`config.mk`:
```
export PLATFORM = sky130hd
export DESIGN_NAME = rvc_expander
export DESIGN_NICKNAME = d
export VERILOG_FILES = /design/src/rtl/rvc_pkg.sv /design/src/rtl/rvc_expand_comb.sv /design/src/rtl/rvc_expander.sv
export SDC_FILE = /design/constraint.sdc
export NUM_CORES = 1
export LEC_CHECK = 0
export BUFFER_PORTS_ARGS = -buffer_cell sky130_fd_sc_hd__clkbuf_2
export CAP_MARGIN = 20
export CORE_MARGIN = 1
export CORE_UTILIZATION = 35
export DETAILED_ROUTE_END_ITERATION = 10
export GPL_TIMING_DRIVEN = 0
export SYNTH_ARGS = -nofsm -noshare
export SYNTH_HDL_FRONTEND = slang
export SYNTH_HIERARCHICAL = 1
export SYNTH_SLANG_ARGS = --single-unit
```
`constraint.sdc`:
```
create_clock -name clk -period 2.6 [get_ports clk]
set_clock_uncertainty 0.05 [all_clocks]
set_input_delay 0.26 -clock clk [delete_from_list [all_inputs] [get_ports clk]]
set_output_delay 0.26 -clock clk [all_outputs]
set_load 0.005 [all_outputs]
```
`src/rtl/rvc_pkg.sv`:
```
// Shared RV32I encoding constants and register-field helper for the RVC expander.
package rvc_pkg;

    localparam int XLEN = 32;

    // RV32I major opcodes
    localparam logic [6:0] OPC_LOAD   = 7'b000_0011;
    localparam logic [6:0] OPC_STORE  = 7'b010_0011;
    localparam logic [6:0] OPC_BRANCH = 7'b110_0011;
    localparam logic [6:0] OPC_JALR   = 7'b110_0111;
    localparam logic [6:0] OPC_JAL    = 7'b110_1111;
    localparam logic [6:0] OPC_OP_IMM = 7'b001_0011;
    localparam logic [6:0] OPC_OP     = 7'b011_0011;
    localparam logic [6:0] OPC_SYSTEM = 7'b111_0011;
    localparam logic [6:0] OPC_LUI    = 7'b011_0111;

    localparam logic [2:0] F3_ADD  = 3'b000;
    localparam logic [2:0] F3_SLL  = 3'b001;
    localparam logic [2:0] F3_W    = 3'b010;
    localparam logic [2:0] F3_XOR  = 3'b100;
    localparam logic [2:0] F3_SR   = 3'b101;
    localparam logic [2:0] F3_OR   = 3'b110;
    localparam logic [2:0] F3_AND  = 3'b111;
    localparam logic [2:0] F3_BEQ  = 3'b000;
    localparam logic [2:0] F3_BNE  = 3'b001;
    localparam logic [2:0] F3_JALR = 3'b000;

    localparam logic [6:0] F7_BASE = 7'b000_0000;
    localparam logic [6:0] F7_ALT  = 7'b010_0000;

    localparam logic [XLEN-1:0] INSTR_NOP    = 32'h0000_0013;
    localparam logic [11:0]     IMM_EBREAK   = 12'h001;

    localparam logic [4:0] REG_ZERO = 5'd0;
    localparam logic [4:0] REG_RA   = 5'd1;
    localparam logic [4:0] REG_SP   = 5'd2;

    // Compressed 3-bit register fields address x8..x15.
    function automatic logic [4:0] creg(input logic [2:0] r);
        return {2'b01, r};
    endfunction

endpackage

```
`src/rtl/rvc_expand_comb.sv`:
```
// Pure combinational RV32C -> RV32I expansion; illegal encodings yield a zero word.
module rvc_expand_comb
    import rvc_pkg::*;
(
    input  logic [15:0]     comp_instr,
    output logic [XLEN-1:0] exp_instr,
    output logic            illegal
);

    logic [15:0] c;
    logic [4:0]  rd;
    logic [4:0]  rs2;
    logic [4:0]  rp_hi;
    logic [4:0]  rp_lo;
    logic [5:0]  imm6;
    logic [11:0] imm6_sx;
    logic [19:0] j_imm;
    logic [6:0]  b_hi;
    logic [4:0]  b_lo;

    assign c       = comp_instr;
    assign rd      = c[11:7];
    assign rs2     = c[6:2];
    assign rp_hi   = creg(c[9:7]);
    assign rp_lo   = creg(c[4:2]);
    assign imm6    = {c[12], c[6:2]};
    assign imm6_sx = {{6{c[12]}}, imm6};
    // J-type immediate field {imm[20], imm[10:1], imm[11], imm[19:12]} of the sign-extended offset.
    assign j_imm   = {c[12], c[8], c[10:9], c[6], c[7], c[2], c[11], c[5:3], c[12], {8{c[12]}}};
    assign b_hi    = {c[12], c[12], c[12], c[12], c[6:5], c[2]};
    assign b_lo    = {c[11:10], c[4:3], c[12]};

    always_comb begin
        // NOTE: every output gets a default first so no path through the cases infers a latch.
        exp_instr = '0;
        illegal   = 1'b0;
        case (c[1:0])
            2'b00: begin
                case (c[15:13])
                    3'b000: begin
                        if (c[12:5] == 8'd0) illegal = 1'b1;
                        else exp_instr = {2'b00, c[10:7], c[12:11], c[5], c[6], 2'b00,
                                          REG_SP, F3_ADD, rp_lo, OPC_OP_IMM};
                    end
                    3'b010: exp_instr = {5'b0, c[5], c[12:10], c[6], 2'b00,
                                         rp_hi, F3_W, rp_lo, OPC_LOAD};
                    3'b110: exp_instr = {5'b0, c[5], c[12], rp_lo, rp_hi, F3_W,
                                         c[11:10], c[6], 2'b00, OPC_STORE};
                    default: illegal = 1'b1;
                endcase
            end
            2'b01: begin
                case (c[15:13])
                    3'b000: exp_instr = {imm6_sx, rd, F3_ADD, rd, OPC_OP_IMM};
                    3'b001: exp_instr = {j_imm, REG_RA, OPC_JAL};
                    3'b010: exp_instr = {imm6_sx, REG_ZERO, F3_ADD, rd, OPC_OP_IMM};
                    3'b011: begin
                        if (imm6 == 6'd0) illegal = 1'b1;
                        else if (rd == REG_SP)
                            exp_instr = {{3{c[12]}}, c[4:3], c[5], c[2], c[6], 4'b0000,
                                         REG_SP, F3_ADD, REG_SP, OPC_OP_IMM};
                        else
                            exp_instr = {{14{c[12]}}, imm6, rd, OPC_LUI};
                    end
                    3'b100: begin
                        case (c[11:10])
                            2'b00: begin
                                if (c[12]) illegal = 1'b1;
                                else exp_instr = {F7_BASE, c[6:2], rp_hi, F3_SR, rp_hi, OPC_OP_IMM};
                            end
                            2'b01: begin
                                if (c[12]) illegal = 1'b1;
                                else exp_instr = {F7_ALT, c[6:2], rp_hi, F3_SR, rp_hi, OPC_OP_IMM};
                            end
                            2'b10: exp_instr = {imm6_sx, rp_hi, F3_AND, rp_hi, OPC_OP_IMM};
                            default: begin
                                if (c[12]) illegal = 1'b1;
                                else begin
                                    case (c[6:5])
                                        2'b00:   exp_instr = {F7_ALT,  rp_lo, rp_hi, F3_ADD, rp_hi, OPC_OP};
                                        2'b01:   exp_instr = {F7_BASE, rp_lo, rp_hi, F3_XOR, rp_hi, OPC_OP};
                                        2'b10:   exp_instr = {F7_BASE, rp_lo, rp_hi, F3_OR,  rp_hi, OPC_OP};
                                        default: exp_instr = {F7_BASE, rp_lo, rp_hi, F3_AND, rp_hi, OPC_OP};
                                    endcase
                                end
                            end
                        endcase
                    end
                    3'b101: exp_instr = {j_imm, REG_ZERO, OPC_JAL};
                    3'b110: exp_instr = {b_hi, REG_ZERO, rp_hi, F3_BEQ, b_lo, OPC_BRANCH};
                    default: exp_instr = {b_hi, REG_ZERO, rp_hi, F3_BNE, b_lo, OPC_BRANCH};
                endcase
            end
            2'b10: begin
                case (c[15:13])
                    3'b000: begin
                        if (c[12]) illegal = 1'b1;
                        else exp_instr = {F7_BASE, c[6:2], rd, F3_SLL, rd, OPC_OP_IMM};
                    end
                    3'b010: begin
                        if (rd == REG_ZERO) illegal = 1'b1;
                        else exp_instr = {4'b0, c[3:2], c[12], c[6:4], 2'b00,
                                          REG_SP, F3_W, rd, OPC_LOAD};
                    end
                    3'b100: begin
                        if (!c[12]) begin
                            if (rs2 != REG_ZERO)
                                exp_instr = {F7_BASE, rs2, REG_ZERO, F3_ADD, rd, OPC_OP};
                            else if (rd == REG_ZERO)
                                illegal = 1'b1;
                            else
                                exp_instr = {12'd0, rd, F3_JALR, REG_ZERO, OPC_JALR};
                        end else begin
                            if (rs2 != REG_ZERO)
                                exp_instr = {F7_BASE, rs2, rd, F3_ADD, rd, OPC_OP};
                            else if (rd == REG_ZERO)
                                exp_instr = {IMM_EBREAK, REG_ZERO, 3'b000, REG_ZERO, OPC_SYSTEM};
                            else
                                exp_instr = {12'd0, rd, F3_JALR, REG_RA, OPC_JALR};
                        end
                    end
                    3'b110: exp_instr = {4'b0, c[8:7], c[12], rs2, REG_SP, F3_W,
                                         c[11:9], 2'b00, OPC_STORE};
                    default: illegal = 1'b1;
                endcase
            end
            default: illegal = 1'b1;
        endcase
        if (illegal) exp_instr = '0;
    end

endmodule

```
`src/rtl/rvc_expander.sv`:
```
// Registered RVC expander: one cycle from valid_in/comp_instr to valid_out/exp_instr/illegal.
module rvc_expander
    import rvc_pkg::*;
(
    input  logic            clk,
    input  logic            rst,
    input  logic            valid_in,
    input  logic [15:0]     comp_instr,
    output logic            valid_out,
    output logic [XLEN-1:0] exp_instr,
    output logic            illegal
);

    logic [XLEN-1:0] exp_comb;
    logic            ill_comb;

    logic            valid_q, valid_d;
    logic [XLEN-1:0] exp_q,   exp_d;
    logic            ill_q,   ill_d;

    rvc_expand_comb u_expand (
        .comp_instr (comp_instr),
        .exp_instr  (exp_comb),
        .illegal    (ill_comb)
    );

    // Payload holds its last value while no new instruction is presented.
    always_comb begin
        valid_d = valid_in;
        exp_d   = exp_q;
        ill_d   = ill_q;
        if (valid_in) begin
            exp_d = exp_comb;
            ill_d = ill_comb;
        end
    end

    // NOTE: state registers use non-blocking assignments so all flops update together at the edge.
    always_ff @(posedge clk) begin
        if (rst) begin
            valid_q <= 1'b0;
            exp_q   <= INSTR_NOP;
            ill_q   <= 1'b0;
        end else begin
            valid_q <= valid_d;
            exp_q   <= exp_d;
            ill_q   <= ill_d;
        end
    end

    assign valid_out = valid_q;
    assign exp_instr = exp_q;
    assign illegal   = ill_q;

endmodule

```
## Yosys cells after proc, flatten, opt, wreduce, memory -nomap -nowiden

Cells that the tools add are included.

| operators by class | value |
|---|---|
| equal/unequal tests | 13 |
| mux-type cells | 31 |
| reduce and logical (&&, ||, !) cells | 9 |

Operator list:

| cell | count |
|---|---|
| 32-bit case mux with 7 select lines | 1 |
| 32-bit case mux with 3 select lines | 2 |
| 32-bit two-way mux | 5 |
| 32-bit case mux with 4 select lines | 1 |
| 31-bit case mux with 3 select lines | 1 |
| 30-bit case mux with 3 select lines | 1 |
| 31-bit two-way mux | 2 |
| 25-bit two-way mux | 2 |
| 30-bit two-way mux | 1 |
| 29-bit two-way mux | 1 |
| 28-bit two-way mux | 1 |
| 21-bit two-way mux | 1 |
| 20-bit two-way mux | 1 |
| 3-bit equality test, second input constant | 3 |
| 8-bit zero test | 1 |
| 1-bit two-way mux | 7 |
| 2-bit by 1-bit equality test with 1-bit output, second input constant | 3 |
| 2-bit equality test, second input constant | 3 |
| 3-bit by 2-bit equality test with 1-bit output, second input constant | 2 |
| 2-bit zero test | 3 |
| 6-bit zero test | 1 |
| 5-bit by 2-bit equality test with 1-bit output, second input constant | 1 |
| 5-bit zero test | 1 |
| 5-bit nonzero test | 1 |
| 6 further kinds | 7 |

| storage, ports and cells | value |
|---|---|
| bits in registers | 34 |
| input bits | 19 |
| output and inout bits | 34 |
| word-level logic and storage cells | 56 |

## Longest topological paths before layout

| depth | value |
|---|---|
| depth after elaboration | 7 |
| gate-level depth with buffers | 10 |
| gate-level depth less buffers | 7 |

## Cells and area by module

Netlist, hierarchy kept.

Modules (own cells, without submodules):

| module | instances | cells an instance | area an instance (um^2) | seq. area each (um^2) |
|---|---|---|---|---|
| rvc_expand_comb | 1 | 280 | 1680.4 | 0.0 |
| rvc_expander | 1 | 109 | 1233.7 | 680.7 |

## Worst setup path before layout

No wires, ideal clock.

| path | value |
|---|---|
| path kind | input-to-reg |
| start | input port comp_instr[2] |
| end | register exp_q[1] (netlist: exp_instr[1]) |
| library setup time | 0.120 ns |
| arrival | 1.986 ns |
| data required time | 2.430 ns |
| setup slack | 0.445 ns |
| stages on the path | 7 |
| path buffers | 2 |
| path through | buf_2 -> or4_4 -> or2_2 -> o221ai_2 -> nand3_1 -> buf_4 -> a211o_1 |

| between the ends | value |
|---|---|
| cells in the longest elaborated chain, start to end | 6 |
| elaborated cells between the ends (all ways) | 16 |
| those cells by class | mux: 14; reduce/logical: 2 |

Ends and longest elaborated chain:

| what | line | RTL |
|---|---|---|
| start, declared | rvc_expander.sv:8 | `input logic [15:0] comp_instr,` |
| 5-bit nonzero test | rvc_expand_comb.sv:107, rvc_expand_comb.sv:114 |  |
| 32-bit two-way mux, or another cell as far along | rvc_expand_comb.sv:107 | `if (rs2 != REG_ZERO)` |
| 32-bit two-way mux or 1-bit two-way mux (tied branches) | rvc_expand_comb.sv:106 | `if (!c[12]) begin` |
| 32-bit case mux with 4 select lines or 1-bit case mux with 4 select lines (tied branches) | rvc_expand_comb.sv:95 | `case (c[15:13])` |
| 32-bit case mux with 3 select lines or 1-bit case mux with 3 select lines (tied branches) | rvc_expand_comb.sv:37 | `case (c[1:0])` |
| 32-bit two-way mux (*) | rvc_expand_comb.sv:129 | `if (illegal) exp_instr = '0;` |
| named net exp_comb[1] | rvc_expander.sv:14 | `logic [XLEN-1:0] exp_comb;` |
| end signal, assigned | rvc_expander.sv:46 | `exp_q <= exp_d;` |
| end, declared | rvc_expander.sv:18 | `logic [XLEN-1:0] exp_q, exp_d;` |

Mark *: on every way through the listed nets, which the timed path passes. The rest lies on a longest branch.
A chain may end at the register's enable or synchronous reset.

## Worst setup path in the final report

| path | value |
|---|---|
| start | input port comp_instr[14] |
| end | register exp_q[16] (netlist: exp_instr[16]) |

| between the ends | value |
|---|---|
| cells in the longest elaborated chain, start to end | 5 |
| elaborated cells between the ends (all ways) | 17 |
| those cells by class | eq/ne: 6; mux: 9; reduce/logical: 2 |

Ends and longest elaborated chain:

| what | line | RTL |
|---|---|---|
| 3-bit equality test or 3-bit by 2-bit equality test with 1-bit output (tied branches) | rvc_expand_comb.sv:39, rvc_expand_comb.sv:53, rvc_expand_comb.sv:95 |  |
| 2-bit OR reduction (no line) | - |  |
| 1-bit case mux with 2 select lines | rvc_expand_comb.sv:39 | `case (c[15:13])` |
| 1-bit case mux with 3 select lines | rvc_expand_comb.sv:37 |  |
| 32-bit two-way mux (*) | rvc_expand_comb.sv:129 |  |
| named net exp_comb[16] | rvc_expander.sv:14 |  |

Marks and branches as above.

==> results.txt <==
----------------------------------------------------
[Critical path]
  Maximum single-stage delay on the critical path ... 760 ps
  Critical path cell sequence ... clkbuf_1, buf_2, nand2_1, o21ai_1, a21oi_1, a2111o_1, mux2i_1, nor2_1
  Kind of cell adding the most delay to the critical path ... compound AO/OA/AOI/OAI gates
  Largest fanout on the critical path ... 10
  Number of buffer and inverter stages on the critical path ... 2
  Category of the most critical setup path ... in -> reg
  Worst path arrival time ... about 2600 ps
  Setup slack of the most critical reg-to-reg path ... 1800 ps
  Worst path required time ... 2710 ps
  Kind of launch point of the worst setup path ... input port
  Type of destination of the critical path ... flip-flop
  Cell at the slowest stage of the critical path ... sky130_fd_sc_hd__o21ai_1
  Worst reg2reg path depth ... 2
  Critical R2R Launch ... exp_instr[0]
  Reg2reg end ... exp_instr[0]

[Routing]
  Wire length on met2 ... 4.85 mm
  Met1 WL ... 4.80 mm
  Drt drc ... 0
  Initial DRC count ... roughly 530
  Routed length on met3 ... 1.63 mm
  Via count ... around 3500
  Per-cell routed wire length ... between 20 and 25 um
  Post-route antenna net violation count ... 0
  Top Metal Used ... met4
  Initial DRT Pass Iterations ... 6
  Vias per Instance ... 6.46
  Wire length reported by the detailed router ... 12.1 mm

[Clock tree]
  Library cell used as clock root buffer ... sky130_fd_sc_hd__clkbuf_8
  CTS clk-pin slew, worst paths ... 70 ps
  CTS max path bufs ... 2
  Clock Sink Count ... 34
  CTS tree ... yes
  CTS H-tree lvls ... 2
  Clk_lat worst skew ... 290 ps
  Post-CTS setup buffers ... 0
  CTS hold repair buffers ... 0
  TritonCTS Buffers ... 5
  PostCTS Resize Cnt ... 0

[Timing]
  Measured slew at the worst slew-check pin ... 953 ps
  Post-route worst hold slack ... 165 ps
  Final setup violating endpoints ... 0
  RSZ-0062 raised after global routing ... false
  Final critical-path share of the clock period ... a little over nine tenths
  Final worst path period need ... 2520 ps
  Rel. slew slack ... 36.0%
  Fmax ... 397 MHz
  Total count of max-transition violations in the final report ... 0
  Final Hold Vio Count ... 0

[Logic synthesis]
  Synthesized instance count ... 389
  Netlist area before placement ... around 2900 um2
  Synthesized area per cell ... between 7 and 8 um2
  Number of nets in the synthesized netlist ... between 400 and 500
  Flops & latches, synth ... 34
  Library cells used by synthesis ... 66
  Synth warn ... 6
  Number of enable-type register cells in the synthesized netlist ... 0
  Most frequent cells after synthesis ... sky130_fd_sc_hd__nor2_1, sky130_fd_sc_hd__o21ai_0, sky130_fd_sc_hd__dfxtp_1, sky130_fd_sc_hd__mux2i_1, sky130_fd_sc_hd__nand2_1
  Leading cell types by total area after synthesis ... sky130_fd_sc_hd__dfxtp_1, sky130_fd_sc_hd__mux2i_1, sky130_fd_sc_hd__nor2_1
  Share of flip-flops with an asynchronous set or reset ... 0%
  Dominant synthesized flop cell ... sky130_fd_sc_hd__dfxtp_1
  Area fraction of the dominant cell type after synthesis ... roughly a quarter
  Cell taking the most area after synthesis ... sky130_fd_sc_hd__dfxtp_1
  Leading cell type by number of instances after synthesis ... sky130_fd_sc_hd__nor2_1
  Register area share after synthesis ... 23.4%

[Floorplanning]
  Initial cell density of the core ... 36.9%
  Die extent in x ... between 90 and 100 um
  Core Rows ... 32
  Area of the die ... 8690 um2
  Core Box Area ... 7890 um2
  Total I/O pin count ... 53
  Die H ... 93.2 um

[Run status]
  Outcome ... finished clean

[Min path]
  Critical hold path startpoint ... rst
  Cell depth of the worst min-delay path ... 2
  Hold EP ... valid_out
  Hold WC Path Type ... in -> reg

[Power]
  Leakage ... 0.00140 uW
  VDD IR-drop max ... 199 uV
  Ratio of total power to cell area ... 411 nW/um2

[Global routing]
  Congestion Overflow GR ... 0
  Global-route wire length before repair ... 18.4 mm
  Antenna violations before repair ... 0
  Global-route usage over all layers ... 28.2%
  Vias in the first global route ... 3208
  Maximum number of pins on one net before global-route repair ... 12

[Final layout]
  Number of nets in the finished design ... roughly 460
  Diode insertion count for antenna repair ... 0
  Area Overhead vs Synth ... 15.6%
  Share of cells above drive strength 1 ... 19.2%
  Non-filler cells, final ... 545
  Final design area excluding fillers ... approximately 3400 um2

[Placement]
  Number of placed instances with taps included ... 537
  Gpl congestion ... 1.05
  Total of buffers placed on input and output ports ... 45
  Placed Area ... around 3300 um2
  HPWL after DPL ... between 8 and 9 mm

[Job]
  Reported max-cap violation count ... 0

----------------------------------------------------
layout make-up:
cell class	count	area (um2)
Buffer	41	239
Clock buffer	6	82.6
Clock inverter	2	12.5
Fill cell	824	4520
Inverter	5	18.8
Multi-Input combinational cell	309	1980
Sequential cell	34	681
Tap cell	102	128
Timing Repair Buffer	46	233
per-layer routing:
metal	GRT usage, %	vias to the layer above
met5	0	-
met1	37.0	1618
met4	15.5	0
met2	40.4	287
met3	9.35	77
li1	-	1540
cell families (layout without fill, tap and decap cells):
family / after synthesis / count (layout) / share of synthesized area [%]
simple gates: 145 / 145 / 25.2
compound gates: 131 / 131 / 31.3
buf+inv: 46 / 100 / 8.85
flops: 34 / 34 / 23.4
mux: 33 / 33 / 11.3
sequential cells by signal (all words and copies together), names as in the netlist:
signal,count
illegal,1
exp_instr,32
valid_out,1
report_power, final:
part	switching (uW)	total (uW)	leakage, uW	internal, uW
logic	267	415	0.00107	148
clock network	206	419	0.0000472	213
registers	9.84	552	0.000277	542
stage by stage:
| stage | util [%] | setup slack, ps | power [uW] | TNS (ps) |
|---|---|---|---|---|
| finish | 42.7 | 81.3 | 1390 | 0 |
| global route | 42.7 | 54.7 | 1450 | 0 |
| CTS | 42.7 | 220 | 1390 | 0 |
| detailed placement | 41.5 | -90.7 | 961 | -124 |
| global placement | 41.4 | -315 | 967 | -1420 |
| floorplan | - | 445 | 823 | 0 |
worst register-to-register path, stage by stage (launching register included):
cell,delay (ps)
sky130_fd_sc_hd__dfxtp_1,310
sky130_fd_sc_hd__nor2b_1,120
sky130_fd_sc_hd__a211o_1,220
worst max path at each step:
stage	end	slack, ps	cells past startpoint	from
4_1_cts	exp_instr[16]	220	8	comp_instr[14]
3_5_place_dp	exp_instr[16]	-90	8	comp_instr[14]
3_3_place_gp	exp_instr[15]	-320	9	comp_instr[0]
2_1_floorplan	exp_instr[1]	440	7	comp_instr[2]
6_report	exp_instr[16]	80	8	comp_instr[14]
5_1_grt	exp_instr[16]	50	8	comp_instr[14]
placed cells by master (no fill, tap or decap), types with 2 or more instances in the layout:
master,n
sky130_fd_sc_hd__nor2_1,51
sky130_fd_sc_hd__clkbuf_2,45
sky130_fd_sc_hd__o21ai_0,35
sky130_fd_sc_hd__dfxtp_1,34
sky130_fd_sc_hd__mux2i_1,33
sky130_fd_sc_hd__nand2_1,30
sky130_fd_sc_hd__clkbuf_1,25
sky130_fd_sc_hd__a21oi_1,24
sky130_fd_sc_hd__nor2b_1,11
sky130_fd_sc_hd__nand2b_1,9
sky130_fd_sc_hd__buf_2,8
sky130_fd_sc_hd__nor3_1,8
sky130_fd_sc_hd__o211ai_1,8
sky130_fd_sc_hd__o22ai_1,8
sky130_fd_sc_hd__a22oi_1,8
sky130_fd_sc_hd__clkbuf_8,6
sky130_fd_sc_hd__a211o_1,5
sky130_fd_sc_hd__inv_1,5
sky130_fd_sc_hd__and3_1,5
sky130_fd_sc_hd__a32oi_1,5
sky130_fd_sc_hd__or2_2,4
sky130_fd_sc_hd__nand3_1,4
sky130_fd_sc_hd__buf_6,3
sky130_fd_sc_hd__buf_12,3
sky130_fd_sc_hd__or4_4,3
sky130_fd_sc_hd__nor3b_1,3
sky130_fd_sc_hd__a311o_1,3
sky130_fd_sc_hd__a21o_1,3
sky130_fd_sc_hd__nor4_1,3
sky130_fd_sc_hd__a221oi_1,3
sky130_fd_sc_hd__o41ai_1,2
sky130_fd_sc_hd__and2_1,2
sky130_fd_sc_hd__a31oi_1,2
sky130_fd_sc_hd__a32o_1,2
sky130_fd_sc_hd__a221o_1,2
sky130_fd_sc_hd__nand4_1,2
sky130_fd_sc_hd__a22o_1,2
sky130_fd_sc_hd__buf_4,2
Power figures use the tool's default switching activity.
